--- src/rtl/screen_sequencer.sv ---
// Text screen sequencer: host writes, clear and scroll commands into a char buffer.
// Optional scroll-up support is enabled with `define SCREEN_SEQ_SCROLL_EN.
module screen_sequencer #(
  parameter int ROWS      = 24,
  parameter int COLS      = 80,
  parameter int ROW_BITS  = 5,
  parameter int COL_BITS  = 7,
  parameter int ADDR_BITS = 11
) (
  input  logic                 clk,
  input  logic                 reset,
  input  logic [1:0]           cmd,
  input  logic [ROW_BITS-1:0]  cmd_row,
  input  logic [COL_BITS-1:0]  cmd_col,
  input  logic                 cmd_valid,
  output logic                 cmd_ready,
  input  logic [7:0]           host_char,
  input  logic [ADDR_BITS-1:0] host_addr,
  input  logic                 host_wen,
  output logic                 host_ready,
  input  logic [ADDR_BITS-1:0] first_char,
  output logic [7:0]           new_char,
  output logic [ADDR_BITS-1:0] new_char_address,
  output logic                 new_char_wen,
  output logic [ADDR_BITS-1:0] new_first_char,
  output logic                 new_first_char_wen,
  output logic                 done
);

  localparam logic [1:0] IDLE   = 2'd0;
  localparam logic [1:0] SCROLL = 2'd1;
  localparam logic [1:0] FILL   = 2'd2;

  localparam logic [1:0] C_CLR = 2'd0;
  localparam logic [1:0] C_EOL = 2'd1;
  localparam logic [1:0] C_SCR = 2'd2;
  localparam logic [1:0] C_EOS = 2'd3;

  localparam int SW = ADDR_BITS + 2;
  localparam logic [SW-1:0] CELLS = SW'(ROWS * COLS);
  localparam logic [SW-1:0] NCOL  = SW'(COLS);
  localparam logic [SW-1:0] NROW  = SW'(ROWS);
  localparam logic [7:0]    BLANK = 8'h20;

`ifdef SCREEN_SEQ_SCROLL_EN
  localparam bit SCROLL_EN = 1'b1;
`else
  localparam bit SCROLL_EN = 1'b0;
`endif

  logic [1:0]           state_q, state_d;
  logic [ADDR_BITS-1:0] ptr_q, ptr_d;
  logic [SW-1:0]        cnt_q, cnt_d;
  logic                 pend_q, pend_d;
  logic [7:0]           char_q, char_d;
  logic [ADDR_BITS-1:0] addr_q, addr_d;
  logic                 wen_q, wen_d;
  logic [ADDR_BITS-1:0] nfc_q, nfc_d;
  logic                 nfcw_q, nfcw_d;
  logic                 done_q, done_d;

  logic [SW-1:0]        off, sum, wsum, scr, wscr, len;
  logic [ADDR_BITS-1:0] pos, st;
  logic                 bad;

  function automatic logic [ADDR_BITS-1:0] inc(
    input logic [ADDR_BITS-1:0] a
  );
    if (SW'(a) == CELLS - 1'b1) return '0;
    return a + 1'b1;
  endfunction

  // Sums never exceed two screens, so one conditional subtract wraps them.
  always_comb begin
    off  = SW'(cmd_row) * NCOL + SW'(cmd_col);
    sum  = SW'(first_char) + off;
    wsum = (sum >= CELLS) ? sum - CELLS : sum;
    pos  = ADDR_BITS'(wsum);
    scr  = SW'(first_char) + NCOL;
    wscr = (scr >= CELLS) ? scr - CELLS : scr;
    bad  = (SW'(cmd_row) >= NROW) || (SW'(cmd_col) >= NCOL);
    st   = (cmd == C_CLR) ? first_char : pos;
    case (cmd)
      C_CLR:   len = CELLS;
      C_EOL:   len = NCOL - SW'(cmd_col);
      C_EOS:   len = CELLS - off;
      default: len = NCOL;
    endcase
  end

  always_comb begin
    state_d = state_q;
    ptr_d   = ptr_q;
    cnt_d   = cnt_q;
    pend_d  = pend_q;
    char_d  = char_q;
    addr_d  = addr_q;
    wen_d   = 1'b0;
    nfc_d   = nfc_q;
    nfcw_d  = 1'b0;
    done_d  = 1'b0;
    case (state_q)
      IDLE: begin
        if (host_wen) begin
          char_d = host_char;
          addr_d = host_addr;
          wen_d  = 1'b1;
        end
        if (cmd_valid) begin
          if (bad || (cmd == C_SCR && !SCROLL_EN)) begin
            done_d = 1'b1;
          end else if (cmd == C_SCR) begin
            // A same-cycle host write defers the scroll pulse one cycle.
            state_d = SCROLL;
            ptr_d   = first_char;
            nfc_d   = ADDR_BITS'(wscr);
            pend_d  = host_wen;
            nfcw_d  = !host_wen;
          end else if (host_wen) begin
            state_d = FILL;
            ptr_d   = st;
            cnt_d   = len;
          end else begin
            state_d = FILL;
            char_d  = BLANK;
            addr_d  = st;
            wen_d   = 1'b1;
            ptr_d   = inc(st);
            cnt_d   = len - 1'b1;
          end
        end
      end
      SCROLL: begin
        if (pend_q) begin
          nfcw_d = 1'b1;
          pend_d = 1'b0;
        end else begin
          state_d = FILL;
          char_d  = BLANK;
          addr_d  = ptr_q;
          wen_d   = 1'b1;
          ptr_d   = inc(ptr_q);
          cnt_d   = NCOL - 1'b1;
        end
      end
      FILL: begin
        if (cnt_q != '0) begin
          char_d = BLANK;
          addr_d = ptr_q;
          wen_d  = 1'b1;
          ptr_d  = inc(ptr_q);
          cnt_d  = cnt_q - 1'b1;
        end else begin
          done_d  = 1'b1;
          state_d = IDLE;
        end
      end
      default: state_d = IDLE;
    endcase
  end

  always_ff @(posedge clk) begin
    if (reset) begin
      state_q <= IDLE;
      ptr_q   <= '0;
      cnt_q   <= '0;
      pend_q  <= 1'b0;
      char_q  <= 8'h00;
      addr_q  <= '0;
      wen_q   <= 1'b0;
      nfc_q   <= '0;
      nfcw_q  <= 1'b0;
      done_q  <= 1'b0;
    end else begin
      state_q <= state_d;
      ptr_q   <= ptr_d;
      cnt_q   <= cnt_d;
      pend_q  <= pend_d;
      char_q  <= char_d;
      addr_q  <= addr_d;
      wen_q   <= wen_d;
      nfc_q   <= nfc_d;
      nfcw_q  <= nfcw_d;
      done_q  <= done_d;
    end
  end

  assign cmd_ready          = (state_q == IDLE);
  assign host_ready         = (state_q == IDLE);
  assign new_char           = char_q;
  assign new_char_address   = addr_q;
  assign new_char_wen       = wen_q;
  assign new_first_char     = nfc_q;
  assign new_first_char_wen = nfcw_q;
  assign done               = done_q;

endmodule

--- config.mk ---
export PLATFORM = sky130hd
export DESIGN_NAME = screen_sequencer
export DESIGN_NICKNAME = d
export VERILOG_FILES = /design/src/rtl/screen_sequencer.sv
export SDC_FILE = /design/constraint.sdc
export NUM_CORES = 1
export LEC_CHECK = 0
export CAP_MARGIN = 10
export CORE_ASPECT_RATIO = 0.6
export CORE_MARGIN = 2
export CORE_UTILIZATION = 50
export DETAILED_ROUTE_END_ITERATION = 12
export HOLD_SLACK_MARGIN = 0.05
export PLACE_DENSITY = 0.82
export SYNTH_ARGS = -nofsm -noshare
export SYNTH_HDL_FRONTEND = slang
export SYNTH_SLANG_ARGS = --single-unit
--- constraint.sdc ---
create_clock -name clk -period 5.68 [get_ports clk]
set_input_delay 1.136 -clock clk [delete_from_list [all_inputs] [get_ports clk]]
set_output_delay 1.136 -clock clk [all_outputs]
set_load 0.02 [all_outputs]
# Word level (Yosys, flattened, before mapping)
# Index checks and enable logic that the tools add are counted.
# W data, S select, Z words.
[word_totals]
register_bits = 60
word_cells = 132
[op_classes]
addsub = 11
n_bitwise = 1
muxes = 77
n_lt_le_gt_ge = 4
n_reduce_logical = 14
eq_ne = 14
mul = 1
[ops]
columns = ["cell", "count"]
rows = [
  ["$mux W11", 21],
  ["$mux W13", 6],
  ["$pmux W13 S3", 2],
  ["$pmux W11 S3", 2],
  ["$mux W8", 7],
  ["$mux W1", 28],
  ["$sub A13 B1 Y13 const B", 2],
  ["$pmux W8 S3", 1],
  ["$add A11 B1 Y11 const B", 2],
  ["$eq A11 B11 Y1 const B", 2],
  ["$sub A11 B11 Y11 const B", 2],
  ["$add A11 B13 Y13", 1],
  ["$add A12 B7 Y13", 1],
  ["$ge A13 B11 Y1 const B", 1],
  ["$reduce_bool A13 Y1", 1],
  ["$sub A11 B13 Y13 const A", 1],
  ["$add A11 B7 Y12 const B", 1],
  ["$ge A12 B11 Y1 const B", 1],
  ["$ne A2 B2 Y1 const B", 6],
  ["$reduce_and A4 Y1", 3],
  ["$mux W2", 5],
  ["$mul A5 B3 Y8 const B", 1],
  ["$sub A7 B7 Y8 const A", 1],
  ["$ge A7 B7 Y1 const B", 1],
  ["other kinds (16)", 23],
]

# Longest topological paths before layout
[depth]
depth_word = 19
ltp_mapped = 19
mapped_depth_nobuf = 18

# Least setup slack after synthesis
# No wires, ideal clock.
[synth_path]
kind = "input-to-reg"
startpoint = "in cmd_row[1]"
endpoint = "reg ptr_q[1]"
path_stages = 17
path_slack_ps = 277
arrival_time_ps = 5269
n_path_buf = 1
path_cell_list = "ha_1 > ha_1 > fa_1 > nand2_1 > or2_4 > o21a_1 > ha_1 > clkbuf_1 > mux2_1 > a41o_1 > nor3_2 > nor4b_4 > o31ai_2 > and2_4 > or4b_1 > o31ai_1 > a211oi_1"
[synth_via]
elab_chain_cells = 19
word_cells_on_any_way = 26
[synth_lines]
columns = ["item", "line_no", "source"]
rows = [
  ["start, declared", "13", "input logic [ROW_BITS-1:0] cmd_row,"],
  ["$mul A5 B3 Y8", "75", "off = SW'(cmd_row) * NCOL + SW'(cmd_col);"],
  ["$add A12 B7 Y13", "75", ""],
  ["$add A11 B13 Y13", "76", "sum = SW'(first_char) + off;"],
  ["$sub A11 B11 Y11 or $ge A13 B11 Y1 (tied branches)", "77", "wsum = (sum >= CELLS) ? sum - CELLS : sum;"],
  ["$mux W11", "77", ""],
  ["$mux W11", "82", "st = (cmd == C_CLR) ? first_char : pos;"],
  ["$eq A11 B11 Y1", "69", "if (SW'(a) == CELLS - 1'b1) return '0;"],
  ["$mux W1", "69", ""],
  ["[... 3 more ...]", "--", ""],
  ["$mux W1", "109", "if (cmd_valid) begin"],
  ["$mux W1", "102", "case (state_q)"],
  ["$mux W11", "70", "return a + 1'b1;"],
  ["$mux W11", "119", "end else if (host_wen) begin"],
  ["$mux W11", "112", "end else if (cmd == C_SCR) begin"],
  ["$mux W11", "110", "if (bad || (cmd == C_SCR && !SCROLL_EN)) begin"],
  ["$mux W11", "109", ""],
  ["$pmux W11 S3", "102", ""],
  ["end signal, assigned", "176", "ptr_q <= ptr_d;"],
  ["end, declared", "52", "logic [ADDR_BITS-1:0] ptr_q, ptr_d;"],
]
# Parallel ways exist; a longest one is shown, timed or not. The select of a mux whose other input is x is not followed.
# A chain may end at the register's enable or synchronous reset.

# Worst setup path in the final report
[layout_path]
startpoint = "in cmd_row[3]"
endpoint = "reg addr_q[8] (netlist: new_char_address[8])"
[layout_via]
elab_chain_cells = 11
word_cells_on_any_way = 15
[layout_lines]
columns = ["item", "line_no", "source"]
rows = [
  ["$mul A5 B3 Y8", "75", ""],
  ["$add A12 B7 Y13", "75", ""],
  ["$add A11 B13 Y13", "76", ""],
  ["$sub A11 B11 Y11 or $ge A13 B11 Y1 (tied branches)", "77", ""],
  ["$mux W11", "77", ""],
  ["$mux W11", "82", ""],
  ["$mux W11", "119", ""],
  ["$mux W11", "112", ""],
  ["$mux W11 *", "110", ""],
  ["$mux W11 *", "109", ""],
  ["$pmux W11 S3 *", "102", ""],
  ["end signal, assigned", "180", "addr_q <= addr_d;"],
  ["end, declared", "56", "logic [ADDR_BITS-1:0] addr_q, addr_d;"],
]
# Every way passes the cells marked *; elsewhere a longest branch is shown, timed or not.

==> out/qor.csv <==
metric;value;unit
Final period util;0.9647;
largest area contributor in the netlist;dfxtp_1;
leakage power;2.664;nW
IO Count;83;
Least-Margin Pin Slew;1.128;ns
CTS buffer count;9;
skew final;0.007974;ns
post-route cell area;0.006638;mm^2
Net Count, Synth;768;
WHS Path Cells;1;
Post-synth top flop;dfxtp_1;
area of the mapped netlist;0.005195;mm^2
IO buf count;82;
Root Driver;clkbuf_16;
Tot Pwr;0.002450;W
placed cell count;899;
RR Startpoint;cnt_q[0];
Post-synth ARST share;0;
critical path class;in2reg;
Starting Density;0.5203;
top cell type's share of synthesized area;0.2312;
htree depth;3;
Synth warnings;0;
Hold Fails Final Rpt;0;
Rows;28;
max-slew violations;0;
Max Cap Viol;0;
crit path from;cmd_row[3];
DR vias;5716;
Period minus WS final;5.480;ns
outcome;finished, final reports clean;
initial antenna violation count;0;
Achievable Freq;182.5;MHz
setup total negative slack;0;ns
sequential area share after synthesis;0.2312;
FF-to-FF setup slack;2.18;ns
Slew HR;0.2400;
flops & latches, synth;60;
chip height;82.96;um
Sink Count;60;
layout cells sized above 1;0.1100;
Reg2Reg Depth;12;
CTS tree;yes;
Max VDD drop;0.2827;mV
number of distinct library cells after synthesis;85;
CP required;5.89;ns
RD Place Congestion;0.9369;
CP Max Fanout;6;
crit end category;flip-flop;
worst hold path class;reg2reg;
most frequent cell after synthesis;nor2_1;
Nets;858;
starting DRC count in detailed routing;599;
startpoint types;input pin;
hpwl dp;12250;um
synth-to-layout area growth;27.77;%
clock network latency to the later pin of the worst-skew pair;0.32;ns
Post-DRT Antenna Nets;0;
Cells after Synth;687;
Layout Utilization;0.6648;
GRT overflow;0;
routed length per instance;17.68;um
Data arrival, critical path;5.69;ns
first-pass GRT wire length;26490;um
DR DRC count;0;
final cell count without fillers;917;
crit path to;new_char_address[8];
Fill cells;837;
Post-synth EDFFs;0;
Setup-failing EPs final;0;
pwr/cell area;369.2;mW/mm^2
synth cell count leaders;nor2_1 (81), dfxtp_1 (60), nand2_1 (53), a21oi_1 (47), o21ai_0 (37);
Post-Place Cell Area;0.006267;mm^2
Synth area leaders;dfxtp_1 (23%), ha_1 (7.2%), nor2_1 (5.9%);
Vias/cell;6.233;
hold path startpoint;new_first_char[3];
iteration count of the initial detailed-routing pass;5;
Core Footprint;0.009985;mm^2
Antenna Cells;0;
CTS clk-pin slew, worst paths;0.05;ns
All-Layer GR Usage;0.2877;
die width;135.6;um
Max clock buf depth;2;
syn avg cell area;7.562;um^2
number of global-route vias before repair;5370;
final wirelength;16220;um
pin count of the biggest net entering global routing;58;
Die ar.;0.01125;mm^2
RR Endpoint;ptr_q[8];
[flip-flops by register name (all words and copies together), names as in the netlist]
| name | cells |
|---|---|
| new_first_char | 11 |
| ptr_q | 11 |
| state_q | 2 |
| cnt_q | 13 |
| pend_q | 1 |
| new_char_wen | 1 |
| new_first_char_wen | 1 |
| done | 1 |
| new_char_address | 11 |
| new_char | 8 |
[logic make-up after synthesis]
group,share of synthesized area
fa+ha+maj,0.08382
flops,0.2312
simple gates,0.2726
compound gates,0.2864
xor+xnor,0.05563
mux,0.02216
buf+inv,0.04817
[cell type report]
class | instances | area, um^2 | area share
inverter | 27 | 101.3 | 0.01527
clock inverter | 5 | 75.07 | 0.01131
tap | 135 | 168.9 | 0.02545
sequential | 60 | 1201 | 0.1810
multi-input combinational | 564 | 3785 | 0.5702
clock buffer | 11 | 242.7 | 0.03657
timing repair buffer | 115 | 1064 | 0.1602
[through the flow]
step | hold WS, ns | setup slack (ns)
finish | 0.4660 | 0.2004
global route | 0.4792 | -0.04221
CTS | 0.4679 | 0.2034
detailed placement | 0.4585 | -0.1322
global placement | 0.4526 | 0.05198
floorplan | 0.4608 | 0.2772
[how the worst min path moves through the flow]
stage                    endpoint  slack (ns)
6_report        new_first_char[3]        0.47
5_1_grt         new_first_char[9]        0.48
4_1_cts         new_first_char[9]        0.47
3_5_place_dp    new_first_char[5]        0.46
3_3_place_gp    new_first_char[8]        0.45
2_1_floorplan  new_first_char_wen        0.46
[per-layer routing]
metal  GRT usage  vias up  share of wire
li1            -     2718              -
met1      0.4129     2697           0.46
met2      0.4353      279           0.44
met3     0.07387       22          0.085
met4     0.05777        0          0.012
met5           0        -              0
[where the power goes]
part / total [W] / leakage, nW / switching, W / internal [W]
logic: 0.00131 / 2.01 / 0.000754 / 0.000558
clock network: 0.000582 / 0.159 / 0.000189 / 0.000393
registers: 0.000556 / 0.491 / 0.0000663 / 0.000490
total: 0.00245 / 2.66 / 0.00101 / 0.00144
[worst max-delay path: stages]
cell,delay [ns]
clkdlybuf4s50_1,0.50
ha_1,0.25
ha_1,0.23
fa_1,0.56
nand2_1,0.11
or2_4,0.24
o21a_1,0.25
ha_4,0.33
mux2_1,0.32
a41o_1,0.21
nor3_2,0.13
buf_4,0.17
o32ai_2,0.11
o31ai_1,0.39
a21oi_2,0.14
o21ai_0,0.23
a21oi_1,0.11
o221a_2,0.27
[what timing repair did]
item	CTS	global route
buffers inserted	0	2
setup endpoints to repair	0	10
gates resized for setup	0	9
hold buffers	0	0
[layout by cell type (no fill, tap or decap), drive strengths merged, types with 8 or more instances in the layout]
cell	instances
a211oi	14
a21o	14
a21oi	49
a22oi	13
a31oi	11
and3	11
buf	34
clkbuf	11
clkdlybuf4s50	81
dfxtp	60
ha	30
inv	26
nand2	53
nand2b	9
nand3	31
nor2	81
nor2b	14
nor3	26
o21a	8
o21ai	39
xnor2	16
xor2	17
Note: power is estimated with default switching activity, not from simulation.
